==> config.mk <==
export PLATFORM = sky130hd
export DESIGN_NAME = prog_loader
export DESIGN_NICKNAME = d
export VERILOG_FILES = /design/src/rtl/prog_loader.sv
export SDC_FILE = /design/constraint.sdc
export NUM_CORES = 1
export LEC_CHECK = 0
export BUFFER_PORTS_ARGS = -buffer_cell sky130_fd_sc_hd__buf_2
export CAP_MARGIN = 20
export CORE_UTILIZATION = 49
export DETAILED_ROUTE_END_ITERATION = 10
export GPL_TIMING_DRIVEN = 0
export PLACE_DENSITY_LB_ADDON = 0.1
export RECOVER_POWER = 50
export SLEW_MARGIN = 20
export SYNTH_ARGS = -nofsm -noshare
export SYNTH_HDL_FRONTEND = slang
export SYNTH_SLANG_ARGS = --single-unit
==> constraint.sdc <==
create_clock -name clk -period 4.6 [get_ports clk]
set_input_delay 0.46 -clock clk [delete_from_list [all_inputs] [get_ports clk]]
set_output_delay 0.46 -clock clk [all_outputs]
set_load 0.05 [all_outputs]
==> src/rtl/prog_loader.sv <==
// Byte-stream program loader: parses a length header, assembles big-endian words and
// writes them to instruction memory, holding the core in reset until the load finishes.
// Optional checksum byte enabled by macro PROG_LOADER_CSUM_EN.
module prog_loader #(
  parameter int MAX_WORDS = 64,
  parameter int LEN_W     = 16
) (
  input  logic        clk,
  input  logic        rst,
  input  logic        rx_valid,
  input  logic [7:0]  rx_data,
  output logic        rx_ready,
  output logic        im_we,
  output logic [31:0] im_addr,
  output logic [31:0] im_wdata,
  output logic        core_rst,
  output logic        done,
  output logic        err
);

  localparam int IDX_W = $clog2(MAX_WORDS + 1);

  // Without a checksum, FLUSH holds off DONE for one cycle so the last write commits first.
  typedef enum logic [2:0] {
    LEN_HI,
    LEN_LO,
    DATA,
`ifdef PROG_LOADER_CSUM_EN
    CSUM,
`else
    FLUSH,
`endif
    DONE,
    ERR
  } state_t;

  state_t             state_q, state_d;
  logic [7:0]         len_hi_q, len_hi_d;
  logic [IDX_W-1:0]   n_q, n_d;
  logic [IDX_W-1:0]   idx_q, idx_d;
  logic [1:0]         byte_cnt_q, byte_cnt_d;
  logic [23:0]        shift_q, shift_d;
`ifdef PROG_LOADER_CSUM_EN
  logic [7:0]         csum_q, csum_d;
`endif
  logic               rx_ready_q, rx_ready_d;
  logic               im_we_q, im_we_d;
  logic [31:0]        im_addr_q, im_addr_d;
  logic [31:0]        im_wdata_q, im_wdata_d;
  logic               core_rst_q, core_rst_d;
  logic               done_q, done_d;
  logic               err_q, err_d;

  logic               xfer_s;
  logic [15:0]        hdr_s;
  logic [LEN_W-1:0]   len_s;
  logic               len_ok_s;

  assign xfer_s   = rx_valid && rx_ready_q;
  assign hdr_s    = {len_hi_q, rx_data};
  assign len_s    = LEN_W'(hdr_s);
  assign len_ok_s = (len_s != '0) && (len_s <= LEN_W'(MAX_WORDS));

  always_comb begin
    state_d    = state_q;
    len_hi_d   = len_hi_q;
    n_d        = n_q;
    idx_d      = idx_q;
    byte_cnt_d = byte_cnt_q;
    shift_d    = shift_q;
`ifdef PROG_LOADER_CSUM_EN
    csum_d     = xfer_s ? (csum_q ^ rx_data) : csum_q;
`endif
    im_we_d    = 1'b0;
    im_addr_d  = 32'd0;
    im_wdata_d = im_wdata_q;

    case (state_q)
      LEN_HI: begin
        if (xfer_s) begin
          len_hi_d = rx_data;
          state_d  = LEN_LO;
        end else begin
          state_d  = LEN_HI;
        end
      end
      LEN_LO: begin
        if (xfer_s) begin
          if (len_ok_s) begin
            n_d     = IDX_W'(len_s);
            state_d = DATA;
          end else begin
            state_d = ERR;
          end
        end else begin
          state_d = LEN_LO;
        end
      end
      DATA: begin
        if (xfer_s) begin
          shift_d    = {shift_q[15:0], rx_data};
          byte_cnt_d = byte_cnt_q + 2'd1;
          if (byte_cnt_q == 2'd3) begin
            im_we_d    = 1'b1;
            im_addr_d  = 32'(idx_q) << 2;
            im_wdata_d = {shift_q, rx_data};
            idx_d      = idx_q + IDX_W'(1);
            if (idx_q == n_q - IDX_W'(1)) begin
`ifdef PROG_LOADER_CSUM_EN
              state_d = CSUM;
`else
              state_d = FLUSH;
`endif
            end else begin
              state_d = DATA;
            end
          end else begin
            state_d = DATA;
          end
        end else begin
          state_d = DATA;
        end
      end
`ifdef PROG_LOADER_CSUM_EN
      CSUM: begin
        if (xfer_s) begin
          state_d = (rx_data == csum_q) ? DONE : ERR;
        end else begin
          state_d = CSUM;
        end
      end
`else
      FLUSH:   state_d = DONE;
`endif
      DONE:    state_d = DONE;
      ERR:     state_d = ERR;
      default: state_d = ERR;
    endcase

    // Status flags are decoded from the next state so they register alongside it.
    case (state_d)
`ifdef PROG_LOADER_CSUM_EN
      LEN_HI, LEN_LO, DATA, CSUM: rx_ready_d = 1'b1;
`else
      LEN_HI, LEN_LO, DATA:       rx_ready_d = 1'b1;
`endif
      default:                    rx_ready_d = 1'b0;
    endcase
    done_d     = (state_d == DONE);
    err_d      = (state_d == ERR);
    core_rst_d = !done_d;
  end

  // State and output registers with synchronous reset.
  always_ff @(posedge clk) begin
    if (rst) begin
      state_q    <= LEN_HI;
      len_hi_q   <= 8'd0;
      n_q        <= '0;
      idx_q      <= '0;
      byte_cnt_q <= 2'd0;
      shift_q    <= 24'd0;
`ifdef PROG_LOADER_CSUM_EN
      csum_q     <= 8'd0;
`endif
      rx_ready_q <= 1'b1;
      im_we_q    <= 1'b0;
      im_addr_q  <= 32'd0;
      im_wdata_q <= 32'd0;
      core_rst_q <= 1'b1;
      done_q     <= 1'b0;
      err_q      <= 1'b0;
    end else begin
      state_q    <= state_d;
      len_hi_q   <= len_hi_d;
      n_q        <= n_d;
      idx_q      <= idx_d;
      byte_cnt_q <= byte_cnt_d;
      shift_q    <= shift_d;
`ifdef PROG_LOADER_CSUM_EN
      csum_q     <= csum_d;
`endif
      rx_ready_q <= rx_ready_d;
      im_we_q    <= im_we_d;
      im_addr_q  <= im_addr_d;
      im_wdata_q <= im_wdata_d;
      core_rst_q <= core_rst_d;
      done_q     <= done_d;
      err_q      <= err_d;
    end
  end

  assign rx_ready = rx_ready_q;
  assign im_we    = im_we_q;
  assign im_addr  = im_addr_q;
  assign im_wdata = im_wdata_q;
  assign core_rst = core_rst_q;
  assign done     = done_q;
  assign err      = err_q;

endmodule

**Yosys cells after proc, flatten, opt, wreduce, memory -nomap -nowiden**

Cells that the tools add are included.

- Register bits: 120
- Bits of input ports: 11
- Output and inout port bits: 69

- $add $sub $neg: 3
- Magnitude comparators: 1
- Eq/ne operators: 10
- Muxes and demuxes: 9
- Bitwise operators: 3
- Reduce and logical (&&, ||, !) cells: 14

Operator list:

| cell | count |
|---|---|
| 16-bit by 7-bit less-or-equal comparator with 1-bit output (second input constant) | 1 |
| 16-bit nonzero test | 1 |
| 3-bit 2-to-1 mux | 4 |
| 3-bit case mux with 4 select lines | 1 |
| 3-bit by 2-bit equality test with 1-bit output (second input constant) | 3 |
| 3-bit equality test (second input constant) | 3 |
| 7-bit by 1-bit adder with 7-bit output (second input constant) | 1 |
| 7-bit equality test | 1 |
| 7-bit by 1-bit subtractor with 7-bit output (second input constant) | 1 |
| 3-bit by 1-bit equality test with 1-bit output (second input constant) | 2 |
| 3-bit logical NOT | 2 |
| 3-bit AND reduction | 2 |
| 3-bit OR reduction | 2 |
| 1-bit 2-to-1 mux | 4 |
| 2-bit AND reduction | 2 |
| 4-bit OR reduction | 1 |
| 1-bit NOT | 3 |
| 2-bit by 1-bit adder with 2-bit output (second input constant) | 1 |
| 2-bit equality test (second input constant) | 1 |
| 1-bit logical AND | 2 |
| 2-bit OR reduction | 1 |
| 1-bit logical NOT | 1 |

**Depth between registers and ports, before layout**

Gate-level depths: netlist (run 1).

- Word-level depth: 9
- Mapped depth: 7
- Gate-level depth less buffers: 7

**Worst setup path before layout (run 1)**

No wires, ideal clock.

- Path type: input to register
- From: input rx_data[3]
- To: register n_q[0]
- Arrival: 2.410 ns
- Required time: 4.472 ns
- Setup slack: 2.062 ns
- Cell stages on the path: 5
- Cells stage by stage: or4_1 or4_4 a2111oi_4 mux2i_1 nor2_1

- Word-level cells in the longest chain between the ends: 3
- Elaborated cells on any way between the ends: 4
- Those cells by class: order compare: 1; reduce/logical: 3

RTL lines:

| element | line | text |
|---|---|---|
| start: declaration | 11 | `input logic [7:0] rx_data,` |
| 16-bit by 7-bit less-or-equal comparator with 1-bit output or 16-bit nonzero test (tied branches) | 62 | `assign len_ok_s = (len_s != '0) && (len_s <= LEN_W'(MAX_WORDS));` |
| 1-bit logical AND * | 62 |  |
| 3-bit AND reduction (no line) * | - |  |
| end signal: assignment | 176 | `n_q <= n_d;` |
| end: declaration | 39 | `logic [IDX_W-1:0] n_q, n_d;` |

Mark *: on every way between the ends. The rest lies on a longest branch, timed or not.
A chain may end at the register's enable or synchronous reset.

**Final worst setup path (run 1)**

- From: register rx_ready_q, in the netlist rx_ready
- To: register im_wdata_q[11], in the netlist im_wdata[11]

- Word-level cells in the longest chain between the ends: 2

RTL lines:

| element | line | text |
|---|---|---|
| start: declaration | 46 | `logic rx_ready_q, rx_ready_d;` |
| start signal: assignment | 183 | `rx_ready_q <= rx_ready_d;` |
| 1-bit logical AND | 59 | `assign xfer_s = rx_valid && rx_ready_q;` |
| 3-bit AND reduction (no line) | - |  |
| end signal: assignment | 186 | `im_wdata_q <= im_wdata_d;` |
| end: declaration | 49 | `logic [31:0] im_wdata_q, im_wdata_d;` |

No other way between the ends.

==> results of run 1 <==
power groups by stage:
stage / registers [W] / logic (W) / clock network (W)
final: 0.000845 / 0.000169 / 0.000605
after global routing: 0.000847 / 0.000180 / 0.000657
after CTS: 0.000844 / 0.000168 / 0.000614
after detailed placement: 0.000863 / 0.000167 / 0
after global placement: 0.000863 / 0.000164 / 0
after floorplan: 0.000872 / 0.000126 / 0
area by class of cell:
class	instances	share of cell area
Clock inverter	5	0.01820
Clock buffer	10	0.03080
Multi-Input combinational cell	333	0.3842
Inverter	5	0.004200
Timing Repair Buffer	55	0.04873
Sequential cell	95	0.4256
Tap cell	99	0.02772
Buffer	47	0.06049
registers in the layout, indices dropped and copies added (netlist names):
| register | flops |
|---|---|
| idx_q | 7 |
| len_hi_q | 8 |
| core_rst | 1 |
| err | 1 |
| rx_ready | 1 |
| byte_cnt_q | 2 |
| done | 1 |
| shift_q | 24 |
| state_q | 3 |
| im_we | 1 |
| im_wdata | 32 |
| im_addr | 7 |
| n_q | 7 |
logic make-up (layout without fill, tap and decap cells):
group	after synthesis	after routing	synth area share
AOI/OAI and AO/OA	78	78	0.1173
xor gates and xnor gates	14	14	0.03573
adders and majority gates	3	3	0.009834
buffers and inverters	52	122	0.07571
DFF	95	95	0.4982
muxes	15	15	0.03933
other	1	25	0.0009823
and+or+nand+nor	198	198	0.2229
final timing paths:
path / startpoint / slack [ps] / to / depth (start not counted)
worst max register to register: rx_ready / 1900 / im_wdata[11] / 6
worst min-delay path: rx_data[1] / 390 / shift_q[1] / 3
worst max-delay path: rx_ready / 1900 / im_wdata[11] / 6
worst min register to register: shift_q[18] / 460 / im_wdata[26] / 2
per-stage QoR:
stage / instances / instance area, sq um
after floorplan: 480 / 3908
after global placement: 633 / 4302
after detailed placement: 634 / 4313
after CTS: 649 / 4532
after global routing: 649 / 4468
final: 649 / 4468
metal layers:
metal,up-vias,track usage,wire length [um]
met4,0,0.06855,136
met1,1488,0.2998,4100
met2,93,0.3372,3722
met3,10,0.04882,386
li1,1637,-,-
met5,-,0,0
worst max-delay path: stages (launching register included):
cell      delay (ps)
dfxtp_1          380
nand2_1          220
nor4_1          1070
clkbuf_1         350
clkbuf_1         360
nand2_1          110
a21oi_1          140
cells in the final DEF, fill, tap and decap left out, drive strengths merged, types with 2 or more instances in the layout:
cell type	instances
nor2	29
o211ai	2
nor2b	2
clkbuf	78
and3	4
bufinv	2
conb	25
inv	6
nand3	2
nor3	7
or4	4
xor2	3
ha	3
nand2b	4
or3	4
a31oi	4
nand2	126
nand4	2
nor4	5
xnor2	10
buf	34
o21ai	2
a21oi	61
dfxtp	95
mux2i	15
and2	7
==> results.tsv, run 1 <==
stage	metric	value	unit
yosys	synth_common_cells	126 x nand2_1, 95 x dfxtp_1, 61 x a21oi_1	
setup_path	crit_type	reg -> reg	
floorplan	io_pins	80	
pwr	power.internal	0.001203	W
cells_and_area	regArea	1902	sq um
timing	rsz0062_at_grt	false	
pwr	switching_share	0.2565	
yosys	yosys-top-cells-area	dfxtp_1 50%, nand2_1 12%, a21oi_1 8.0%	
yosys	synth.most_common_cell	nand2_1	
routing	dr.pass1.iters	4	
floorplan	start_util	0.5153	
floorplan	rows	31	
routing	drtAntennaViolNets	0	
setup_path	crit_path_max_fanout	10	
pwr	p_sw	0.0004151	W
timing	period_share	0.5879	
global_routing	antenna_found_initial	0	
place	dp_slack	1739	ps
yosys	ys_warn_count	0	
routing	wl	8.345	mm
routing	post-route-drc-count	0	
yosys	synth_cells	456	
floorplan	die_w	90.27	um
place	dpl.hpwl	6.018	mm
pwr	power.leakage	1.658	nW
setup_path	cp-start-kind	flip-flop	
place	port_buffers	54	
yosys	synth_area_per_cell	8.372	sq um
floorplan	die_area	8148	sq um
timing	report.final.slew_viol_count	0	
run	maxCapViolations	0	
status	run_status	completed	
yosys	yosysUniqueCellTypes	38	
clock_network	numCtsBuffers	9	
timing	setup-tns-final	0	ps
yosys	synthArstFlopShare	0	
timing	setup_slack	1896	ps
global_routing	grt-ovfl-total	0	
floorplan	core-area	7408	sq um
yosys	synth_top_area_cell	dfxtp_1	
cells_and_area	fin_util	0.6031	
yosys	synth_area	3817	sq um
clock_network	h-tree-depth	3	
clock_network	hold_buffers	0	
floorplan	die_h	90.27	um
cells_and_area	antennaDiodeCount	0	
pwr	vdd_drop_max	194.9	uV
routing	wl_per_cell	12.86	um
timing	hold_viol_final	0	
clock_network	cts_buffer_depth	2	
clock_network	clk_pin_slew_worst_paths	90	ps
pwr	pwr-share-comb	0.104	
pwr	totalPowerFinal	0.001618	W
clock_network	cts_tree	built	
pwr	clkPwrFrac	0.374	
setup_path	worstPathRequired	4900	ps
setup_path	crit_arrival	3000	ps
timing	fmax	369.8	MHz
global_routing	track_usage	0.2170	
yosys	synth_ff_type	dfxtp_1	
yosys	synth_edf_count	0	
timing	setup_viol	0	
timing	period_minus_slack	2704	ps
cells_and_area	syn_to_final_growth	17.04	%
cells_and_area	drive_gt1_frac	0.09818	
place	routabilityCongestion	0.8011	
cells_and_area	multi_input_area	1717	sq um
global_routing	grt_max_degree	16	
pwr	power_density	362.2	nW/um^2
clock_network	clock_sinks	95	
routing	viasPerCell	4.974	
cells_and_area	final.fill_count	731	
clock_network	clockRootBuffer	clkbuf_8	
timing	skew	6.836	ps
pwr	sequentialPowerShare	0.522	
setup_path	worst_setup_path_end_kind	flip-flop	
routing	vias	3228	
clock_network	cts_setup_buffers	0	
yosys	ys_seq_elements	95	
clock_network	cts_resized	0	
global_routing	grt_pass1_wl	14.14	mm
global_routing	grt_pass1_vias	2997	
clock_network	clk_latency	360	ps
min_path	min_path_type	in -> reg	
yosys	synth_top_area_share	0.4982	
cells_and_area	fin_nets	560	
timing	timing.slew.headroom	0.1545	
timing	hold_slack	386.5	ps
yosys	ys_seq_area_frac	0.4982	
routing	drt_iter0_drc	156	
timing	max_slew.worst_pin.slew	1257	ps
(Power assumes the default switching activity.)
==> run 2: changes to the inputs <==
- ABC_AREA: default -> 1
- clock period: 4.6 -> 2.5 ns (I/O delays scaled with it)
==> run 2 against run 1 <==
  * Clock-buffer cell count is 3 higher
  * Sequential power is 85% higher
  * Combinational power is 97% higher
  * First-iteration DRC count is 3.8% lower
  * Synthesized cell count is 5.9% higher
  * Sequential cell count stayed put
  * Clock power is 72% higher
  * Global-route usage is 0.15 points lower
  * Critical path depth is 2 higher
  * Critical path type unchanged
==> results.tsv, run 2 <==
stage	metric	value	unit
status	run_status	completed	
routing	vias	3257	
min_path	min-delay-start	rx_data[6]	
setup_path	crit_arrival	2280	ps
clock_network	numCtsBuffers	9	
setup_path	r2r_cells	8	
setup_path	crit_start	state_q[2]	
yosys	synth.most_common_cell	dfxtp_1	
setup_path	worstPathCellList	inv_1 > nand3_1 > inv_2 > nand2_1 > clkbuf_1 > buf_2 > nand3_1 > o21ai_1	
pwr	power.leakage	1.886	nW
setup_path	r2r_setup_slack	510	ps
pwr	power_density	661.1	nW/um^2
routing	post-route-drc-count	0	
floorplan	die_h	90.45	um
global_routing	grt_max_degree	15	
clock_network	cts_setup_buffers	0	
global_routing	busiest_layer	met2	
floorplan	rows	31	
timing	period_minus_slack	1989	ps
setup_path	max_stage_delay	410	ps
yosys	synth_area	3834	sq um
place	port_buffers	54	
timing	report.final.slew_viol_count	0	
place	dp_slack	917.7	ps
timing	skew	10.10	ps
global_routing	track_usage	0.2155	
cells_and_area	largest_register_ffs	32	
timing	hold_viol_final	0	
clock_network	cts_resized	0	
global_routing	antenna_found_initial	0	
cells_and_area	fin_util	0.5997	
routing	drtAntennaViolNets	0	
place	routabilityCongestion	0.8458	
routing	drt_iter0_drc	150	
clock_network	cts_buffer_depth	2	
setup_path	crit_slowest_cell	clkbuf_1	
min_path	min_delay_path_depth	3	
timing	rsz0062_at_grt	false	
yosys	synth_area_per_cell	7.937	sq um
timing	period_share	0.7956	
yosys	synth_top_area_cell	dfxtp_1	
routing	dr.pass1.iters	4	
clock_network	h-tree-depth	3	
routing	wl_per_cell	12.41	um
setup_path	worstPathRequired	2790	ps
routing	wl	8.375	mm
cells_and_area	syn_to_final_growth	15.89	%
global_routing	gr-usage-met3	0.03283	
setup_path	worst_setup_path_end_kind	flip-flop	
cells_and_area	final_cell_mix	95 x dfxtp_1, 59 x clkbuf_1, 55 x nand2_1	
global_routing	grt_pass1_vias	3000	
timing	timing.slew.headroom	0.5806	
clock_network	cts_tree	built	
timing	setup_slack	511.0	ps
floorplan	die_w	90.45	um
cells_and_area	antennaDiodeCount	0	
clock_network	clk_latency	360	ps
yosys	synth_cells	483	
global_routing	grt-ovfl-total	0	
yosys	synth_common_cells	95 x dfxtp_1, 54 x nand2_1, 53 x inv_1	
cells_and_area	fin_nets	586	
routing	viasPerCell	4.825	
cells_and_area	final_area	4443	sq um
min_path	min_path_type	in -> reg	
global_routing	grtUsageMet1	0.2818	
floorplan	io_pins	80	
yosys	ys_seq_elements	95	
setup_path	crit_path_max_fanout	10	
global_routing	grt_pass1_wl	13.88	mm
setup_path	worstReg2RegEnd	im_wdata[18]	
clock_network	clockRootBuffer	clkbuf_8	
yosys	synth_top_area_share	0.4961	
yosys	synth_edf_count	0	
place	dpl.hpwl	6.147	mm
place	placed_area	4318	sq um
setup_path	cp-start-kind	flip-flop	
timing	fmax	502.8	MHz
yosys	synthArstFlopShare	0	
run	maxCapViolations	0	
yosys	ys_warn_count	0	
clock_network	hold_buffers	0	
yosys	synth_ff_type	dfxtp_1	
yosys	yosysUniqueCellTypes	31	
cells_and_area	layout_commonest_cell	dfxtp_1	
clock_network	clk_pin_slew_worst_paths	80	ps
setup_path	r2r-start	state_q[2]	
setup_path	cpMostUsedCell	nand3_1	
min_path	min_to	im_wdata[6]	
floorplan	die_area	8181	sq um
setup_path	crit_type	reg -> reg	
yosys	ys_seq_area_frac	0.4961	
global_routing	grt_use_met2	0.3511	
yosys	yosys-top-cells-area	dfxtp_1 50%, o21ai_0 6.5%, a21oi_1 5.4%	
timing	max_slew.worst_pin.slew	626.8	ps
timing	setup-tns-final	0	ps
cells_and_area	drive_gt1_frac	0.1146	
floorplan	core-area	7408	sq um
clock_network	clock_sinks	95	
timing	setup_viol	0	
pwr	vdd_drop_max	362.8	uV
floorplan	start_util	0.5175	
[run 2: metrics by stage]
stage               instances  hold WS, ps  power, W
floorplan                 507        328.5  0.001869
global placement          660        437.2  0.001927
detailed placement        660        447.1  0.001933
CTS                       675        174.7  0.002958
global route              675        186.0  0.003074
finish                    675        187.8  0.002937
[run 2: power breakdown]
| group | total (W) | switching (W) | internal [W] | leakage (nW) |
|---|---|---|---|---|
| Combinational | 0.000333 | 0.000243 | 0.0000899 | 1.01 |
| Sequential | 0.00156 | 0.0000155 | 0.00155 | 0.767 |
| Clock | 0.00104 | 0.000499 | 0.000542 | 0.106 |
| Total | 0.00294 | 0.000758 | 0.00218 | 1.89 |
[run 2: logic make-up (layout without fill, tap and decap cells)]
| kind of cell | after synthesis | in the layout | synth area share |
|---|---|---|---|
| other | 1 | 25 | 0.0009782 |
| adder cells (fa/ha/maj) | 3 | 3 | 0.009792 |
| XOR/XNOR | 6 | 6 | 0.01371 |
| buffers and inverters | 105 | 174 | 0.1341 |
| AND/OR/NAND/NOR | 156 | 156 | 0.1847 |
| AO/OA/AOI/OAI | 117 | 117 | 0.1606 |
| flip-flops | 95 | 95 | 0.4961 |
[run 2: worst max path at each step]
stage,depth (start not counted),to,slack (ps)
6_report,8,im_wdata[18],510
5_1_grt,7,shift_q[15],380
4_1_cts,10,rx_ready,880
3_5_place_dp,10,rx_ready,920
3_3_place_gp,10,rx_ready,920
2_1_floorplan,9,rx_ready,760
[run 2: area by class of cell]
class                   count  area, sq um
fillers                   733         2965
flip-flops and latches     95         1902
multi-input cells         307         1488
plain buffers              45        279.0
inverters                  60        227.7
repair buffers             54        215.2
clock buffers              13        168.9
well taps                  99        123.9
clock inverters             2        38.79
[run 2: routing by layer]
metal,routed length [um],vias to the layer above
met3,435,13
met4,143,0
met2,3796,86
met1,3999,1463
li1,-,1695
met5,0,-
[run 2: critical path, delay by kind of cell (launching register included)]
family | cells | cell delay (ps)
buffers and inverters | 4 | 840
and+or+nand+nor | 3 | 600
DFF | 1 | 390
AOI/OAI and AO/OA | 1 | 100
